## config.mk

```make
export PLATFORM = sky130hd
export DESIGN_NAME = frame_capture_ctrl
export DESIGN_NICKNAME = d
export VERILOG_FILES = /design/src/rtl/frame_capture_ctrl.sv
export SDC_FILE = /design/constraint.sdc
export NUM_CORES = 1
export LEC_CHECK = 0
export BUFFER_PORTS_ARGS = -buffer_cell sky130_fd_sc_hd__buf_2
export CORE_UTILIZATION = 30
export CTS_BUF_LIST = sky130_fd_sc_hd__clkbuf_8
export DETAILED_ROUTE_END_ITERATION = 10
export SYNTH_ARGS = -nofsm -noshare
export SYNTH_HDL_FRONTEND = slang
export SYNTH_SLANG_ARGS = --single-unit
```

## constraint.sdc

```tcl
create_clock -name clk -period 3 [get_ports clk]
set_clock_uncertainty 0.2 [all_clocks]
set_input_delay 0.3 -clock clk [delete_from_list [all_inputs] [get_ports clk]]
set_output_delay 0.3 -clock clk [all_outputs]
set_load 0.02 [all_outputs]
```

## src/rtl/frame_capture_ctrl.sv

```systemverilog
// Serial frame recorder sequencer: hunts for the sync marker, gates FRAME_BITS payload bits into
// the recorder and holds frame_done until acked. Define FRAME_SYNC_TOL_EN for error-tolerant sync.
module frame_capture_ctrl #(
  parameter int                  SYNC_LEN    = 32,
  parameter logic [SYNC_LEN-1:0] SYNC_WORD   = 32'h1ACFFC1D,
  parameter int                  FRAME_BITS  = 8288,
  parameter int                  TIMEOUT_CYC = 1024,
  parameter int                  CNT_W       = 14
`ifdef FRAME_SYNC_TOL_EN
  ,
  parameter int                  SYNC_TOL    = 1
`endif
) (
  input  logic             clk,
  input  logic             rst,
  input  logic             bit_in,
  input  logic             bit_valid,
  input  logic             frame_ack,
  output logic             cap_en,
  output logic             cap_bit,
  output logic             frame_done,
  output logic             frame_abort,
  output logic [CNT_W-1:0] bit_cnt,
  output logic [1:0]       state,
  output logic [7:0]       lost_cnt
);

  localparam logic [1:0] HUNT     = 2'd0;
  localparam logic [1:0] CAPTURE  = 2'd1;
  localparam logic [1:0] FLUSH    = 2'd2;
  localparam logic [1:0] WAIT_ACK = 2'd3;

  localparam int               IDLE_W    = (TIMEOUT_CYC > 1) ? $clog2(TIMEOUT_CYC) : 1;
  localparam logic [IDLE_W-1:0] IDLE_LAST = IDLE_W'(TIMEOUT_CYC - 1);
  localparam logic [CNT_W-1:0]  LAST_BIT  = CNT_W'(FRAME_BITS - 1);

  // Only the newest SYNC_LEN-1 bits need storing; the incoming bit completes the window.
  logic [SYNC_LEN-2:0] sr;
  logic [SYNC_LEN-1:0] sr_next;
  logic [IDLE_W-1:0]   idle_cnt;
  logic                match;

  assign sr_next = {sr, bit_in};

`ifdef FRAME_SYNC_TOL_EN
  localparam int ERR_W = $clog2(SYNC_LEN + 1);
  logic [SYNC_LEN-1:0] diff;
  logic [ERR_W-1:0]    err_cnt;

  always_comb begin
    // NOTE: every always_comb output gets a default first so no path can infer a latch.
    diff    = sr_next ^ SYNC_WORD;
    err_cnt = '0;
    for (int i = 0; i < SYNC_LEN; i++) begin
      err_cnt = err_cnt + ERR_W'(diff[i]);
    end
    match = (err_cnt <= ERR_W'(SYNC_TOL));
  end
`else
  assign match = (sr_next == SYNC_WORD);
`endif

  assign frame_done = (state == WAIT_ACK);

  // NOTE: sequential state uses non-blocking assignments so every register samples pre-edge values.
  always_ff @(posedge clk or posedge rst) begin
    if (rst) begin
      state       <= HUNT;
      sr          <= '0;
      idle_cnt    <= '0;
      bit_cnt     <= '0;
      cap_en      <= 1'b0;
      cap_bit     <= 1'b0;
      frame_abort <= 1'b0;
      lost_cnt    <= '0;
    end else begin
      cap_en      <= 1'b0;
      frame_abort <= 1'b0;
      case (state)
        HUNT: begin
          if (bit_valid) begin
            sr <= sr_next[SYNC_LEN-2:0];
            if (match) begin
              state    <= CAPTURE;
              bit_cnt  <= '0;
              idle_cnt <= '0;
            end
          end
        end
        CAPTURE: begin
          if (bit_valid) begin
            cap_en   <= 1'b1;
            cap_bit  <= bit_in;
            bit_cnt  <= bit_cnt + CNT_W'(1);
            idle_cnt <= '0;
            if (bit_cnt == LAST_BIT) state <= FLUSH;
          end else if (idle_cnt == IDLE_LAST) begin
            // Stalled stream: drop the partial frame and resume hunting from a clean window.
            frame_abort <= 1'b1;
            state       <= HUNT;
            bit_cnt     <= '0;
            sr          <= '0;
            idle_cnt    <= '0;
          end else begin
            idle_cnt <= idle_cnt + IDLE_W'(1);
          end
        end
        FLUSH: state <= WAIT_ACK;
        default: begin
          // Markers seen while the recorder is full are counted as lost, never captured.
          if (bit_valid) begin
            sr <= sr_next[SYNC_LEN-2:0];
            if (match && lost_cnt != 8'hFF) lost_cnt <= lost_cnt + 8'd1;
          end
          if (frame_ack) begin
            state <= HUNT;
            sr    <= '0;
          end
        end
      endcase
    end
  end

endmodule

```

Word level (Yosys, flattened, before mapping) --
Index checks and enable logic that the tools add are counted.
Word-level totals: register bits after elaboration 68
Cells by class: $add $sub $neg 3, equality and inequality tests 13, muxes and demuxes 27, bitwise logic cells 2, reduce and logical (&&, ||, !) cells 11
Operators with widths (number):
- $mux 31 | 4
- $pmux 31 s3 | 1
- $mux 14 | 4
- $mux 10 | 4
- $eq 32x29->1 const B | 1
- $pmux 14 s2 | 1
- $pmux 10 s2 | 1
- $add 14x1->14 const B | 1
- $eq 14x14->1 const B | 1
- $mux 2 | 6
- $add 10x1->10 const B | 1
- $eq 10x10->1 const B | 1
- $reduce_and 3->1 | 3
- $add 8x1->8 const B | 1
- $ne 2x2->1 const B | 4
- $ne 8x8->1 const B | 1
- $ne 3x3->1 const B | 2
- $pmux 2 s3 | 1
- $mux 1 | 5
- $reduce_and 5->1 | 1
- $eq 2x2->1 const B | 2
- $reduce_and 4->1 | 1
- $reduce_bool 4->1 | 1
- $reduce_or 3->1 | 1
- 6 further kinds | 7

Longest topological paths before layout --
depth in word-level cells 4, gate-level depth with buffers 8

Worst setup path before layout --
No wires, ideal clock.
path type reg2reg, start reg state[0], end reg lost_cnt[7], library setup time 0.080 ns, arrival time 1.862 ns, data required time 2.720 ns, path slack 0.858 ns, stages on the path, launching flop included 7, path buffers 1, period minus slack after synthesis 2.142 ns, cells stage by stage dfrtp_1 clkbuf_1 and2_1 o31a_1 nand4_2 nor4_1 xor2_1
On the way: cells in the longest elaborated chain, start to end 4
RTL lines:
- start, declared | RTL line 24 | output logic [1:0] state,
- start signal, assigned | RTL line 68 | state <= HUNT;
- start signal, assigned | RTL line 84 | state <= CAPTURE;
- start signal, assigned | RTL line 96 | if (bit_cnt == LAST_BIT) state <= FLUSH;
- $eq 2x2->1, or another cell as far along | RTL line 79 | case (state)
- $reduce_or 3->1 (no line) *
- $not 1->1 (no line) *
- $reduce_and 3->1 (no line) *
- end signal, assigned | RTL line 113 | if (match && lost_cnt != 8'hFF) lost_cnt <= lost_cnt + 8'd1;
- end, declared | RTL line 25 | output logic [7:0] lost_cnt
Every way passes the cells marked *; elsewhere a longest branch is shown, timed or not. A chain may end at the register's enable or synchronous reset.

Final worst setup path --
start reg sr[28], end reg bit_cnt[13]
On the way: cells in the longest elaborated chain, start to end 3
RTL lines:
- start, declared | RTL line 38 | logic [SYNC_LEN-2:0] sr;
- start signal, assigned | RTL line 82 | sr <= sr_next[SYNC_LEN-2:0];
- start signal, assigned | RTL line 112 | sr <= sr_next[SYNC_LEN-2:0];
- $eq 32x29->1 | RTL line 60 | assign match = (sr_next == SYNC_WORD);
- $ne 2x2->1 (no line)
- $reduce_and 4->1 (no line)
- end signal, assigned | RTL line 94 | bit_cnt <= bit_cnt + CNT_W'(1);
- end, declared | RTL line 23 | output logic [CNT_W-1:0] bit_cnt,
Every way passes these cells.

==> key figures <==
Status
  • Outcome: complete, but fails checks
  • Failing checks: hold timing

Floorplan
  • # IOs: 33
  • Die Wd: 105 microns
  • Starting density of the core: 30.7%
  • Core ar.: roughly 10000 sq um
  • Rows: 37
  • Die area: roughly 11000 sq um
  • Die Ht: around 100 microns

Power and ir drop
  • Leak: between 1.5 and 2 nW
  • Peak supply drop: 187 uV
  • PD cells: about 520 nW/um^2

Logic synthesis
  • Sequential area share after synthesis: 53.9%
  • EDFF count, synth: 0
  • Syn Inst Count: 290
  • Top_reg_cell synth: dfrtp_1
  • Yosys warnings: 0
  • Fraction of registers with async set/reset: between 90% and 100%
  • Distinct cell type count after synthesis: 45
  • Number of synthesized register bits: 68
  • Syn avg cell area: 10.9 sq um
  • Syn nets: ~300
  • Post-Syn Area: approximately 3200 sq um

Flow run
  • Max-cap violations: 0

STA
  • Rel. slew slack: between 20% and 30%
  • Fin. Hold Viols: 4
  • Final setup fails: 0
  • Worst slew pin tran: around 1.1 ns
  • Final period util: just under 80%
  • Hold slack: -0.00926 ns
  • Final-report max-slew violation count: 0
  • Setup total negative slack: 0 ns
  • Unrepaired setup endpoints after global routing: false
  • Tmin final: approximately 2.3 ns
  • Fmax: ~430 MHz

Drt
  • Via count: between 2000 and 2500
  • WL/cell: about 15 microns
  • Met3 Wirelength: 197 microns
  • 1st-iter DRT viols: approximately 160
  • Routed wire length: 6.93 mm
  • DR vias/cell: 5.16
  • Wl on met1: roughly 3.5 mm
  • # DRC: 0
  • WL met2: 3.05 mm
  • Top layer in use: met4
  • 1st-pass router iterations: 4
  • Antenna viol nets, final: 0

Layout
  • Most frequent cells in the layout: 68 x dfrtp_1, 32 x a22o_1, 32 x buf_2, 16 x nand3_1
  • Diode count: 0
  • Non-Filler Instances: around 470
  • Util after Layout: between 30 and 40%
  • Layout area overhead: 15.8%
  • Storage element area: 1700 sq um
  • Share of cells above drive strength 1: just under 20%
  • Commonest non-fill, non-tap cell in the layout: dfrtp_1
  • Nets: ~330
  • Number of fill cells: 1053
  • Area of the multi-input gates: 1370 sq um
  • Design area: 3660 sq um

Clock tree
  • Postcts setup bufs: 0
  • # hold bufs at CTS: 0
  • Num CTS Buffers: 9
  • CTS tree: built
  • Root Driver: clkbuf_8
  • Clk slew on worst S/H paths: roughly 0.070 ns
  • Clock Tree Buf Depth: 2
  • CTS H-Tree Depth: 3
  • Post-CTS sizing: 0
  • Worst-Skew Late Latency: roughly 0.34 ns
  • CTS sink cnt: 68

Global routing
  • Gr ovfl total: 0
  • Gr usage total: a little over an eighth
  • Initial antenna violation count: 0
  • Largest net degree at the start of global routing: just under 70
  • Vias in the first global route: between 2000 and 2500
  • First-pass GRT wire length: about 12 mm

Critical path
  • Critical path arrival: between 2 and 2.5 ns
  • Critical Path Sink Type: flop
  • Req. time, crit path: a little over 3 ns
  • CP Class: reg -> reg
  • Critical Path Start Type: flop
  • Crit-path max FO: 6

Place
  • PortBufs: 32
  • Routability Congestion: ~0.77
  • Dpl hpwl: between 4 and 5 mm
  • DP Cell Count: 450
  • Dpl cell area: 3480 sq um

Worst hold path
  • Worst min-delay path category: in -> async
[metrics by stage]
stage	setup slack (ns)	power (W)	hold slack, ns
after detailed placement	0.551	0.00123	0.269
after global routing	0.410	0.00197	0.0361
after CTS	0.645	0.00190	0.0247
after floorplan	0.788	0.00116	0.205
after global placement	0.547	0.00122	0.258
final	0.666	0.00189	-0.00926
[metal layers]
| layer | vias to the layer above | GRT usage [%] |
|---|---|---|
| li1 | 1154 | - |
| met1 | 1203 | 19.7 |
| met2 | 32 | 19.9 |
| met3 | 12 | 2.62 |
| met4 | 0 | 6.04 |
| met5 | - | 0 |
[Yosys cell counts, types with 2 or more instances]
cell type | number | area [sq um]
o21ai_0 | 12 | 60.1
nand2_1 | 15 | 56.3
nand4bb_1 | 4 | 45.0
a22o_1 | 32 | 280
nand4_1 | 2 | 12.5
or3_1 | 2 | 12.5
mux2i_1 | 2 | 20.0
and2_1 | 2 | 12.5
nand3_1 | 16 | 80.1
clkbuf_1 | 7 | 26.3
nor4b_1 | 2 | 17.5
nor4_1 | 5 | 31.3
nand4b_1 | 3 | 26.3
mux2_2 | 2 | 22.5
buf_2 | 5 | 25.0
a211o_1 | 2 | 17.5
ha_1 | 3 | 37.5
nor2b_1 | 3 | 18.8
nor2_1 | 14 | 52.6
a22o_2 | 3 | 30.0
inv_1 | 12 | 45.0
and3_1 | 11 | 68.8
o21a_1 | 4 | 30.0
dfrtp_1 | 68 | 1700
nor3_1 | 13 | 65.1
a31oi_1 | 3 | 18.8
a21oi_1 | 15 | 75.1
xor2_1 | 6 | 52.6
a221o_1 | 2 | 20.0
xnor2_1 | 5 | 43.8
[cells by family (layout without fill, tap and decap cells)]
group	after synthesis	in the layout	synth area share (%)
multiplexers	4	4	1.35
XOR/XNOR	11	11	3.05
AND/OR/NAND/NOR	99	99	18.4
AO/OA/AOI/OAI	81	81	19.1
adder cells (fa/ha/maj)	3	3	1.19
buffers and inverters	24	63	3.05
flip-flops	68	68	53.9
[registers in the layout (all words and copies together) (netlist names)]
signal	flops
sr	31
bit_cnt	14
idle_cnt	10
lost_cnt	8
state	2
cap_bit	1
cap_en	1
frame_abort	1
[critical path, cell delays in order, from the launching register on]
cell      delay [ns]
dfrtp_1         0.41
nand4b_1        0.24
nor4_4          0.41
nand3_1         0.26
a21o_1          0.33
a221o_1         0.37
[final cells by class]
cell class | instances | share of cell area (%)
well taps | 136 | 4.65
clock inverters | 4 | 0.684
repair buffers | 36 | 5.20
flip-flops and latches | 68 | 46.5
multi-input cells | 198 | 37.6
clock buffers | 11 | 4.14
inverters | 12 | 1.23
[where the power goes]
| part | internal [W] | switching, W |
|---|---|---|
| sequential | 0.000958 | 0.0000618 |
| clock | 0.000338 | 0.000340 |
| combinational | 0.0000731 | 0.000118 |
[final timing paths]
kind	startpoint	cells past startpoint	end	slack [ns]
max in group asynchronous	rst	3	idle_cnt[2]	2.02
setup reg to reg	sr[28]	5	bit_cnt[13]	0.67
setup / recovery	sr[28]	5	bit_cnt[13]	0.67
hold / removal	rst	3	lost_cnt[1]	-0.009
min in group clk	bit_in	3	cap_bit	0.04
hold reg to reg	cap_bit	2	cap_bit	0.29
No activity file was read; power rests on OpenSTA's default activity.
